===== config.mk =====
export PLATFORM = sky130hd
export DESIGN_NAME = midori64_batch_feeder
export DESIGN_NICKNAME = d
export VERILOG_FILES = /design/src/rtl/midori64_batch_feeder.sv
export SDC_FILE = /design/constraint.sdc
export NUM_CORES = 2
export LEC_CHECK = 0
export BUFFER_PORTS_ARGS = -buffer_cell sky130_fd_sc_hd__buf_2
export CAP_MARGIN = 5
export CELL_PAD_IN_SITES_DETAIL_PLACEMENT = 1
export CELL_PAD_IN_SITES_GLOBAL_PLACEMENT = 2
export CORE_AREA = 2 2 501 503
export DETAILED_ROUTE_END_ITERATION = 7
export DIE_AREA = 0 0 503 505
export PLACE_DENSITY = 0.66
export SLEW_MARGIN = 20
export SYNTH_ARGS = -nofsm -noshare
export SYNTH_HDL_FRONTEND = slang
export SYNTH_SLANG_ARGS = --single-unit
export TNS_END_PERCENT = 5

===== constraint.sdc =====
create_clock -name clk -period 4.2 [get_ports clk]
set_input_delay 0.42 -clock clk [delete_from_list [all_inputs] [get_ports clk]]
set_output_delay 0.42 -clock clk [all_outputs]
set_load 0.01 [all_outputs]

===== src/rtl/midori64_batch_feeder.sv =====
// midori64_batch_feeder
// Host-side feeder/collector around a 3-share Midori64 core.
// Collects up to SLOTS plaintext blocks, masks them into three Boolean
// shares with fresh randomness, loads them into the core while it is held
// in reset, releases it, captures the SLOTS share-triples that follow
// core_done, recombines them, and drains the valid results to the host.
//
// Ports
//   clk, reset            : clock, synchronous active-high reset
//   pt_in/pt_last         : host block and end-of-batch marker
//   pt_valid/pt_ready     : host input handshake
//   key_in, enc_dec_in    : key and direction, taken with the first block
//   rnd_in                : fresh randomness, every cycle
//   ct_out/ct_valid/ct_ready : recombined result handshake
//   core_*                : shares, randomness and control to/from the core
module midori64_batch_feeder #(
  parameter int SLOTS = 4
) (
  input  logic         clk,
  input  logic         reset,
  input  logic [63:0]  pt_in,
  input  logic         pt_last,
  input  logic         pt_valid,
  output logic         pt_ready,
  input  logic [127:0] key_in,
  input  logic         enc_dec_in,
  input  logic [127:0] rnd_in,
  output logic [63:0]  ct_out,
  output logic         ct_valid,
  input  logic         ct_ready,
  output logic         core_reset,
  output logic [63:0]  core_input1,
  output logic [63:0]  core_input2,
  output logic [63:0]  core_input3,
  output logic [127:0] core_Key1,
  output logic [127:0] core_Key2,
  output logic [127:0] core_Key3,
  output logic [127:0] core_r,
  output logic         core_enc_dec,
  input  logic [63:0]  core_output1,
  input  logic [63:0]  core_output2,
  input  logic [63:0]  core_output3,
  input  logic         core_done
);

  localparam int IW = $clog2(SLOTS);
  localparam logic [IW-1:0] LAST = IW'(SLOTS - 1);

  typedef enum logic [2:0] {COLLECT, LOAD, RUN, CAPTURE, DRAIN} state_e;

  state_e                   state_q, state_d;
  logic [IW-1:0]            cnt_q, cnt_d;
  // slot index: load slot in LOAD, capture slot in RUN/CAPTURE, drain pointer in DRAIN
  logic [IW-1:0]            idx_q, idx_d;
  logic [SLOTS-1:0][63:0]   blk_q, blk_d;
  logic [SLOTS-1:0]         vld_q, vld_d;
  logic [SLOTS-1:0][63:0]   res_q, res_d;
  logic [127:0]             key_q, key_d;
  logic                     ed_q, ed_d;
  logic                     core_reset_q, core_reset_d;
  logic [63:0]              in1_q, in1_d, in2_q, in2_d, in3_q, in3_d;
  logic [127:0]             k1_q, k1_d, k2_q, k2_d, k3_q, k3_d;
  logic [127:0]             r_q;

  logic                     load_en;
  logic [IW-1:0]            load_slot;
  logic [IW:0]              nxt_from;
  logic                     nxt_found;
  logic [IW-1:0]            nxt_idx;
  logic [63:0]              out_x;

  assign out_x        = core_output1 ^ core_output2 ^ core_output3;
  assign core_reset   = core_reset_q;
  assign core_input1  = in1_q;
  assign core_input2  = in2_q;
  assign core_input3  = in3_q;
  assign core_Key1    = k1_q;
  assign core_Key2    = k2_q;
  assign core_Key3    = k3_q;
  assign core_r       = r_q;
  assign core_enc_dec = ed_q;

  assign pt_ready = (state_q == COLLECT) && !reset;
  assign ct_valid = (state_q == DRAIN) && vld_q[idx_q];
  assign ct_out   = ct_valid ? res_q[idx_q] : '0;

  // Lowest valid slot at or above nxt_from (from 0 when entering DRAIN,
  // from pointer+1 when advancing inside DRAIN).
  always_comb begin
    nxt_from  = (state_q == DRAIN) ? ({1'b0, idx_q} + 1'b1) : '0;
    nxt_found = 1'b0;
    nxt_idx   = '0;
    for (int i = SLOTS - 1; i >= 0; i--) begin
      if (vld_q[i] && i >= int'(nxt_from)) begin
        nxt_found = 1'b1;
        nxt_idx   = IW'(i);
      end
    end
  end

  always_comb begin
    state_d      = state_q;
    cnt_d        = cnt_q;
    idx_d        = idx_q;
    blk_d        = blk_q;
    vld_d        = vld_q;
    res_d        = res_q;
    key_d        = key_q;
    ed_d         = ed_q;
    core_reset_d = core_reset_q;
    in1_d        = in1_q;
    in2_d        = in2_q;
    in3_d        = in3_q;
    k1_d         = k1_q;
    k2_d         = k2_q;
    k3_d         = k3_q;
    load_en      = 1'b0;
    load_slot    = '0;

    unique case (state_q)
      COLLECT: begin
        if (pt_valid) begin
          blk_d[cnt_q] = pt_in;
          vld_d[cnt_q] = 1'b1;
          cnt_d        = cnt_q + 1'b1;
          if (cnt_q == '0) begin
            key_d = key_in;
            ed_d  = enc_dec_in;
          end
          if (cnt_q == LAST || pt_last) begin
            // unfilled slots become zero dummies whose results are dropped
            for (int i = 0; i < SLOTS; i++) begin
              if (i > int'(cnt_q)) begin
                blk_d[i] = '0;
                vld_d[i] = 1'b0;
              end
            end
            cnt_d     = '0;
            idx_d     = '0;
            state_d   = LOAD;
            load_en   = 1'b1;
            load_slot = '0;
            // key shares from two consecutive rnd_in samples
            k2_d = r_q;
            k3_d = rnd_in;
            k1_d = key_d ^ r_q ^ rnd_in;
          end
        end
      end
      LOAD: begin
        if (idx_q == LAST) begin
          state_d      = RUN;
          core_reset_d = 1'b0;
          idx_d        = '0;
        end else begin
          idx_d     = idx_q + 1'b1;
          load_en   = 1'b1;
          load_slot = idx_q + 1'b1;
        end
      end
      RUN: begin
        // the first done cycle is already capture slot 0
        if (core_done) begin
          res_d[0] = out_x;
          idx_d    = IW'(1);
          state_d  = CAPTURE;
        end
      end
      CAPTURE: begin
        res_d[idx_q] = out_x;
        if (idx_q == LAST) begin
          core_reset_d = 1'b1;
          idx_d        = nxt_idx;
          state_d      = nxt_found ? DRAIN : COLLECT;
        end else begin
          idx_d = idx_q + 1'b1;
        end
      end
      DRAIN: begin
        if (!vld_q[idx_q]) begin
          state_d = COLLECT;
          idx_d   = '0;
        end else if (ct_ready) begin
          if (nxt_found) begin
            idx_d = nxt_idx;
          end else begin
            state_d = COLLECT;
            idx_d   = '0;
          end
        end
      end
      default: state_d = COLLECT;
    endcase

    // shares are registered so they hold for the whole load cycle
    if (load_en) begin
      in2_d = rnd_in[63:0];
      in3_d = rnd_in[127:64];
      in1_d = blk_d[load_slot] ^ rnd_in[63:0] ^ rnd_in[127:64];
    end
  end

  always_ff @(posedge clk) begin
    if (reset) begin
      state_q      <= COLLECT;
      cnt_q        <= '0;
      idx_q        <= '0;
      blk_q        <= '0;
      vld_q        <= '0;
      res_q        <= '0;
      key_q        <= '0;
      ed_q         <= 1'b0;
      core_reset_q <= 1'b1;
      in1_q        <= '0;
      in2_q        <= '0;
      in3_q        <= '0;
      k1_q         <= '0;
      k2_q         <= '0;
      k3_q         <= '0;
      r_q          <= '0;
    end else begin
      state_q      <= state_d;
      cnt_q        <= cnt_d;
      idx_q        <= idx_d;
      blk_q        <= blk_d;
      vld_q        <= vld_d;
      res_q        <= res_d;
      key_q        <= key_d;
      ed_q         <= ed_d;
      core_reset_q <= core_reset_d;
      in1_q        <= in1_d;
      in2_q        <= in2_d;
      in3_q        <= in3_d;
      k1_q         <= k1_d;
      k2_q         <= k2_d;
      k3_q         <= k3_d;
      r_q          <= rnd_in;
    end
  end

endmodule


==> impl_metrics.py <==
metrics = {
    "detailed_routing": {
        "wl_mm": 298.8,
        "met1_length_mm": 123.8,
        "first_iter_violations": 3652,
        "highest_layer": "met5",
        "dr.pass1.iters": 5,
        "wl_per_cell_um": 26.47,
        "drc": 0,
        "ant_nets": 0,
        "via_per_inst": 4.716,
        "vias": 53230,
        "route.met3.wl_mm": 19.41,
        "dr_wl_met2_mm": 141.4,
    },
    "grt": {
        "grt_pass1_vias": 52960,
        "grt_max_degree": 209,
        "antenna_found_initial": 105,
        "grtUsageTotal_pct": 22.51,
        "grt_pass1_wl_mm": 412.4,
        "grt_overflow": 0,
    },
    "clock_tree": {
        "clockRootBuffer": "clkbuf_16",
        "post_cts_buffers": 0,
        "clock_latency_ps": 830,
        "cts_resized": 0,
        "cts_tree": "built",
        "htree_levels": 4,
        "cts_sinks": 1357,
        "cts_made_buffers": 164,
        "clkTransAtPathRegs_ps": 60,
        "ctsLongestPathBuffers": 3,
    },
    "synthesis": {
        "yosys.area_share.simple_pct": 17.53,
        "synthFlopType": "dfxtp_1",
        "synth_cell_types": 53,
        "synth_top_family_by_area": "simple AND/OR/NAND/NOR gates",
        "yosysSeqAreaShare_pct": 48.91,
        "synthTopCellsByArea": "dfxtp_1 49%, nand2_1 10%, a21oi_1 8.0%, xnor2_1 7.1%, a211oi_1 4.5%",
        "synthAdderAreaFrac_pct": 0.1802,
        "synth-warning-count": 0,
        "yosys.area.top_type": "dfxtp_1",
        "synth.avg_cell_area_um2": 8.593,
        "synth_compound_area_share_pct": 16.17,
        "synth_xor_area_share_pct": 7.915,
        "syn_inst": 6464,
        "muxShareOfSynthArea_pct": 5.197,
        "synth_area_um2": 55550,
        "ys_ff_latch": 1357,
        "ys_async_sr_fraction_pct": 0,
        "synth_edf_count": 0,
        "synth_top_area_share_pct": 48.91,
        "synth_fp_nets": 6991,
    },
    "worst_hold_path": {
        "hp-start": "core_output2[50]",
        "min_to": "res_q[114]$_SDFFE_PP0P_",
        "hold_path.class": "input port to flip-flop",
        "whs_path_depth": 4,
    },
    "layout": {
        "final_area_um2": 73700,
        "drive_above_1_share_pct": 21.73,
        "final_common_cell": "nand2_1",
        "nFillCells": 29380,
        "layout.nets": 8304,
        "fin_util_pct": 29.69,
        "multiInputGateArea_um2": 26250,
        "final_cell_mix": "1,476 x nand2_1, 1,355 x dfxtp_1, 1,289 x buf_2",
        "syn_to_final_growth_pct": 32.68,
        "seqCellArea_um2": 27170,
    },
    "sta": {
        "timing.final.max_slew_violations": 0,
        "fmax_mhz": 284.9,
        "setup_violations": 0,
        "timing.final.crit_share_pct": 83.56,
        "setup-tns-final_ps": 0,
        "fin_crit_ps": 3510,
        "fin_skew_ps": 55.51,
        "hold_viol": 0,
        "maxSlewHeadroom_pct": 27.12,
        "rsz0062_at_grt": "false",
        "tightest_slew_ps": 1093,
    },
    "critical_path": {
        "arrival_ps": 4140,
        "rr_startpoint": "state_q[1]$_SDFFE_PP0P_",
        "cp.depth": 8,
        "cpPeakStageDelay_ps": 850,
        "crit_buf_inv": 2,
        "critPathSlowestCell": "or4b_1",
        "path_class": "flip-flop to flip-flop",
        "crit_chain": "or4b_1, a21o_4, buf_12, buf_4, a21oi_1, nor4_1, xnor2_1, o21ai_0",
        "rr_worst_depth": 8,
        "cp-start-kind": "flip-flop",
        "rr_endpoint": "core_input1[44]$_SDFFE_PP0P_",
        "path_delay_family": "simple AND/OR/NAND/NOR gates",
        "critPathMaxFanout": 40,
        "rrSetupSlack_ps": 690,
        "required_ps": 4830,
        "worstSetupEndpointType": "flip-flop",
    },
    "place": {
        "hpwl_mm": 216.6,
        "post_dp_cell_area_um2": 65150,
        "gp_congestion": 0.8787,
        "numPortBuffers": 1290,
    },
    "floorplan": {
        "die_h_um": 505,
        "rows": 183,
        "ios": 1291,
        "initial_core_util_pct": 22.38,
        "die_w_um": 503,
        "die_area_um2": 254000,
        "core_region_area_um2": 248200,
    },
    "outcome": {
        "status": "finished, final reports clean",
    },
    "power_and_ir_drop": {
        "peakVddDrop_uv": 420.6,
        "total_power_w": 0.03320,
        "power.density_nw_per_um2": 450.6,
        "leakagePower_nw": 29.68,
    },
    "run": {
        "maxCapViolCount": 0,
    },
}
what timing repair did:
action                     4_1_cts  5_1_grt
hold buffers                   303        0
setup endpoints to repair        0        0
hold endpoints to repair       868        0
metrics by stage:
step	worst slack (ps)	std cells	hold WS, ps
floorplan	1044	6464	432.7
global placement	767.6	10640	433.9
detailed placement	697.3	10640	440.2
CTS	605.2	11230	0.08654
global route	438.5	11270	27.71
finish	690.3	11290	61.86
power breakdown:
group,total (W),switching [W],internal [W]
Sequential,0.0139,0.000409,0.0135
Combinational,0.00499,0.00324,0.00175
Clock,0.0143,0.00622,0.00812
registers in the layout (all words and copies together), names as in the netlist, 128 cells and up, named ones only:
signal     cells
res_q        256
core_Key3    128
core_Key2    128
core_Key1    128
core_r       128
key_q        128
blk_q        256
worst max path at each step:
stage                            start                           end  slack [ps]
4_1_cts          idx_q[0]$_SDFFE_PP0P_                    ct_out[60]         610
3_3_place_gp   state_q[1]$_SDFFE_PP0P_  core_input1[12]$_SDFFE_PP0P_         770
2_1_floorplan    idx_q[1]$_SDFFE_PP0P_   core_input1[0]$_SDFFE_PP0P_        1040
5_1_grt        state_q[1]$_SDFFE_PP0P_  core_input1[44]$_SDFFE_PP0P_         440
3_5_place_dp   state_q[1]$_SDFFE_PP0P_  core_input1[12]$_SDFFE_PP0P_         700
6_report       state_q[1]$_SDFFE_PP0P_  core_input1[44]$_SDFFE_PP0P_         690
cells in the mapped netlist (3+ instances only):
| library cell | number |
|---|---|
| nand2_1 | 1479 |
| buf_4 | 5 |
| nor3_1 | 35 |
| a211oi_1 | 330 |
| inv_1 | 10 |
| clkbuf_1 | 380 |
| nor2_1 | 470 |
| a21boi_0 | 3 |
| buf_6 | 10 |
| and2_1 | 5 |
| dfxtp_1 | 1357 |
| o21ai_1 | 29 |
| a21oi_1 | 893 |
| nor4_1 | 63 |
| nand3_1 | 10 |
| xor2_1 | 53 |
| ha_1 | 8 |
| a32oi_1 | 11 |
| buf_2 | 122 |
| xnor2_1 | 449 |
| mux2i_1 | 141 |
| mux4_2 | 65 |
| and3_1 | 131 |
| nor2b_1 | 132 |
| a22oi_1 | 192 |
| o21ai_0 | 34 |
| buf_1 | 14 |
worst reg2reg max path, stage by stage, from the launching register on:
cell	delay, ps
dfxtp_1	690
or4b_1	850
a21o_4	430
buf_12	300
buf_4	330
a21oi_1	120
nor4_1	370
xnor2_1	160
o21ai_0	80
routing by layer:
layer	vias up	GRT usage [%]
met1	26540	27.61
met3	480	4.854
li1	24590	-
met5	-	0
met4	26	10.39
met2	1608	37.39
cells by family (layout without fill, tap and decap cells):
| family | count (synthesis) | count (layout) |
|---|---|---|
| mux | 207 | 207 |
| simple gates | 2338 | 2338 |
| buf+inv | 542 | 1976 |
| xor+xnor | 502 | 502 |
| flops | 1357 | 1357 |
| fa+ha+maj | 8 | 8 |
| other cells | 0 | 59 |
| compound gates | 1510 | 1510 |
area by class of cell:
type	count	share of cell area, %
Multi-Input combinational cell	4565	35.62
Sequential cell	1357	36.87
Clock inverter	48	0.8404
Clock buffer	239	6.373
Antenna cell	59	0.2003
Inverter	11	0.05603
Timing Repair Buffer	1678	14.39
Tap cell	3330	5.654
No activity file was read; power rests on OpenSTA's default activity.
